File: src/rtl/shift_request_scheduler.sv
// Round-robin scheduler that shares an external one-step arithmetic shifter between two
// requesters, iterating it to perform multi-step shifts with signed-overflow tracking.
module shift_request_scheduler #(
  parameter int unsigned WIDTH = 4,
  parameter int unsigned CNT_W = 2
) (
  input  logic             clk,
  input  logic             rst,
  input  logic             req0,
  input  logic [WIDTH-1:0] op0,
  input  logic             dir0,
  input  logic [CNT_W-1:0] cnt0,
  input  logic             req1,
  input  logic [WIDTH-1:0] op1,
  input  logic             dir1,
  input  logic [CNT_W-1:0] cnt1,
  output logic             gnt0,
  output logic             gnt1,
  output logic             done0,
  output logic             done1,
  output logic [WIDTH-1:0] result,
  output logic             ovf,
  output logic             busy,
  output logic [WIDTH-1:0] sh_data,
  output logic             sh_dir,
  input  logic [WIDTH-1:0] sh_result
);

  typedef enum logic [1:0] {StIdle, StShift, StDone} state_e;

  state_e           state;
  logic [WIDTH-1:0] data;
  logic             dir;
  logic [CNT_W-1:0] counter;
  logic             owner;
  logic             last;
  logic             ovf_acc;

  // Requester 1 wins if it is the only one asking, or on a tie when 0 was served last.
  logic             pick1;
  logic [CNT_W-1:0] cnt_sel;

  always_comb begin
    pick1   = req1 & (~req0 | ~last);
    cnt_sel = pick1 ? cnt1 : cnt0;
  end

  always_ff @(posedge clk or posedge rst) begin
    if (rst) begin
      state   <= StIdle;
      data    <= '0;
      dir     <= 1'b0;
      counter <= '0;
      owner   <= 1'b0;
      last    <= 1'b1;
      ovf_acc <= 1'b0;
      result  <= '0;
      ovf     <= 1'b0;
      gnt0    <= 1'b0;
      gnt1    <= 1'b0;
      done0   <= 1'b0;
      done1   <= 1'b0;
    end else begin
      gnt0  <= 1'b0;
      gnt1  <= 1'b0;
      done0 <= 1'b0;
      done1 <= 1'b0;
      unique case (state)
        StIdle: begin
          if (req0 || req1) begin
            data    <= pick1 ? op1 : op0;
            dir     <= pick1 ? dir1 : dir0;
            counter <= cnt_sel;
            owner   <= pick1;
            last    <= pick1;
            ovf_acc <= 1'b0;
            gnt0    <= ~pick1;
            gnt1    <= pick1;
            state   <= (cnt_sel != '0) ? StShift : StDone;
          end
        end
        StShift: begin
          data    <= sh_result;
          counter <= counter - CNT_W'(1);
          // A left shift that changes the sign bit has lost signed magnitude.
          if (!dir && (sh_result[WIDTH-1] != data[WIDTH-1])) begin
            ovf_acc <= 1'b1;
          end
          if (counter == CNT_W'(1)) begin
            state <= StDone;
          end
        end
        StDone: begin
          result <= data;
          ovf    <= ovf_acc;
          done0  <= ~owner;
          done1  <= owner;
          state  <= StIdle;
        end
        default: state <= StIdle;
      endcase
    end
  end

  assign busy    = (state != StIdle);
  assign sh_data = data;
  assign sh_dir  = dir;

endmodule
File: config.mk
export PLATFORM = sky130hd
export DESIGN_NAME = shift_request_scheduler
export DESIGN_NICKNAME = d
export VERILOG_FILES = /design/src/rtl/shift_request_scheduler.sv
export SDC_FILE = /design/constraint.sdc
export NUM_CORES = 1
export LEC_CHECK = 0
export CAP_MARGIN = 20
export CORE_ASPECT_RATIO = 1.5
export CORE_MARGIN = 2
export CORE_UTILIZATION = 38
export DETAILED_ROUTE_END_ITERATION = 10
export PLACE_DENSITY = 0.74
export SLEW_MARGIN = 20
export SYNTH_ARGS = -nofsm -noshare
export SYNTH_HDL_FRONTEND = slang
export SYNTH_SLANG_ARGS = --single-unit
File: constraint.sdc
create_clock -name clk -period 1.27 [get_ports clk]
set_input_delay 0.254 -clock clk [delete_from_list [all_inputs] [get_ports clk]]
set_output_delay 0.254 -clock clk [all_outputs]
set_load 0.02 [all_outputs]
==> results.md <==
* CTS tree: done
* Slew headroom at between 70 and 80%
* Final Slew Violations at 0
* Number of H-tree levels at 1
* Number of synthesized flops with an enable pin at 0
* Final nets at 166
* DRT Pass-1 Iters at 4
* Non-filler cells, final at between 150 and 200
* Final worst slack at -0.115 ns
* CP Data Required Time at 1.02 ns
* Share of cells above drive strength 1 at a little under two fifths
* Ports at 37
* PD cells at 2200 nW/um^2
* Synth unique cells at 30
* Crit-path max FO at 2
* Final Hold Viols at 0
* Worst hold slack at roughly 0.24 ns
* Place WS at -0.445 ns
* Clk_skew at 0.00544 ns
* Num CTS Buffers at 3
* Asr flop ratio synth at 100%
* Post-synth top area share at 52.3%
* Max Cap Viol at 0
* Routability cong. at ~0.82
* DRC at 0
* Slowest cell on crit path: dfrtp_1
* Starting Density at between 30% and 40%
* Area contributors post-synth: dfrtp_1 (52%), mux2i_1 (5.2%), mux2_2 (4.7%), nand2_1 (3.9%), o221ai_1 (3.7%)
* Critical path origin: state[1]
* Outcome: finished, violations left
* Fmax at 722 MHz
* Worst skew pair latency at 0.31 ns
* CP peak stage delay at 0.42 ns
* Routed WL per cell at 14.7 microns
* R2R Path Start: last
* Synthesized instance count at 85
* Violated checks: setup timing
* Buf/Inv on CP at 2
* Synth Flop Type: dfrtp_1
* RSZ-0062 raised after global routing: yes
* Type of origin of the critical path: register
* Die area at 2940 sq um
* Clock sinks at 21
* Yosys reg bits at 21
* Fin util at 64.2%
* Total global-route track usage at between 10% and 20%
* Routed via count at 847
* Slew @ Worst Pin at 0.329 ns
* Cell taking the most area after synthesis: dfrtp_1
* DRT iter0 DRCs at 11
* Initial antenna violation count at 0
* FP Rows at 22
* Die Span X at 45.0 microns
* Core area at between 2000 and 2500 sq um
* Maximum vdd drop at 0.00125 V
* Setup crit end kind: output pin
* Post-synthesis area per instance at 11.3 sq um
* Ant. Diodes at 0
* Post-route ant nets at 0
* Final period util at 109%
* Vias in the first global route at 915
* Largest net degree at the start of global routing at 22
* Worst EP arrival at 1.13 ns
* Largest delay share family, worst path: flip-flops
* Setup violations, final at 8
* Remaining global-route overflow at 0
* Via density at ~5.1
* Die Height at 65.5 microns
* Placed insts at about 160
* Clock transition at path regs at 0.12 ns
* Syn Nets at approximately 110
* Mapped Area at 957 sq um
* Static leakage at 0.750 nW
* Hold buffers post-CTS at 0
* CP Cell Sequence: nor2_2 > inv_1 > buf_2
* Post-layout minimum cycle time at ~1.4 ns
* PnR Total Power at 0.00343 W
* P&R area growth vs syn at 62.4%
* Root Driver: clkbuf_4
* Total Routed Length at 2.44 mm
* Yosys Warn Count at 0
* Buffers on Ports at 36
* WS Path Type: reg -> out
* Worst hold-check path type: in -> async
* Global-route wire length before repair at 4.05 mm
* Post-DP HPWL at 1.71 mm
* Clock buffer depth at 2
* Seq/Total Area, Yosys at 55.0%
==> layer usage <==
layer	vias up	share of wire (%)	global-route usage [%]
li1	408	-	-
met3	7	3.6	2.47
met1	407	36	21.2
met2	25	58	33.9
met4	0	2.2	8.46
met5	-	0	0
==> state kept, by name, summed over array words and instances, names as in the netlist <==
register,cells
result,4
sh_data,4
counter,2
state,2
done0,1
done1,1
gnt0,1
gnt1,1
last,1
ovf,1
ovf_acc,1
owner,1
sh_dir,1
==> tightest hold or removal path: stages <==
cell and delay, ns:
clkdlybuf4s50_1 0.40, inv_1 0.09, buf_12 0.17
==> path summary, 6_finish.rpt <==
path                        endpoint  cells after the start  slack (ns)
min in group clk                last                      3        0.45
setup / recovery                busy                      3       -0.11
hold / removal             result[1]                      3        0.24
setup reg to reg            state[1]                      4       -0.09
hold reg to reg                done0                      1        0.47
max in group asynchronous       last                      3        0.81
==> per-stage QoR <==
step,TNS [ns],cell area [sq um]
3_3_place_gp,-4.00,1460
3_5_place_dp,-4.59,1460
2_1_floorplan,-0.139,957
6_report,-0.353,1550
5_1_grt,-0.741,1550
4_1_cts,-0.335,1570
==> power by group <==
group          switching (W)  internal, W
clock network       0.000216     0.000118
logic               0.000960     0.000975
registers           0.000183     0.000974
==> Yosys cell counts, types with 2 or more instances <==
library cell	instances
nand2_1	10
inv_1	8
buf_2	2
dfrtp_1	20
nor3_1	2
mux2_2	4
mux2i_1	5
o221ai_1	4
nor2_1	4
o21ai_0	5
nand2b_1	2
==> kinds of logic (layout without fill, tap and decap cells) <==
family	count (synthesis)	count (layout)	share of synthesized area [%]
buf+inv	12	69	5.75
simple gates	22	22	11.2
compound gates	18	18	14.2
fa+ha+maj	1	1	1.31
mux	10	10	11.5
flops	21	21	55.0
xor+xnor	1	1	0.915
==> placed cells by master (no fill, tap or decap), drive strengths merged, types with 2 or more instances in the layout <==
| cell | instances |
|---|---|
| mux2 | 5 |
| dlygate4sd2 | 2 |
| inv | 8 |
| dfrtp | 20 |
| buf | 23 |
| clkdlybuf4s50 | 19 |
| clkbuf | 11 |
| nand2b | 2 |
| o21ai | 5 |
| nor3 | 2 |
| o221ai | 4 |
| nor2 | 5 |
| nand2 | 10 |
| clkdlybuf4s15 | 5 |
| mux2i | 5 |
==> final cells by class <==
type / count / area [sq um]
Clock buffer: 3 / 22.5
Fill cell: 208 / 868
Timing Repair Buffer: 57 / 498
Inverter: 8 / 30.0
Clock inverter: 1 / 5.00
Tap cell: 24 / 30.0
Sequential cell: 21 / 527
Multi-Input combinational cell: 52 / 442
==> repair_timing <==
action / 4_1_cts / 5_1_grt
endpoints found under the setup margin: 23 / 22
gates resized for setup: 45 / 17
pin swaps: 5 / 1
cloned: 1 / 0
setup buffers: 3 / 1
Power figures use the tool's default switching activity.
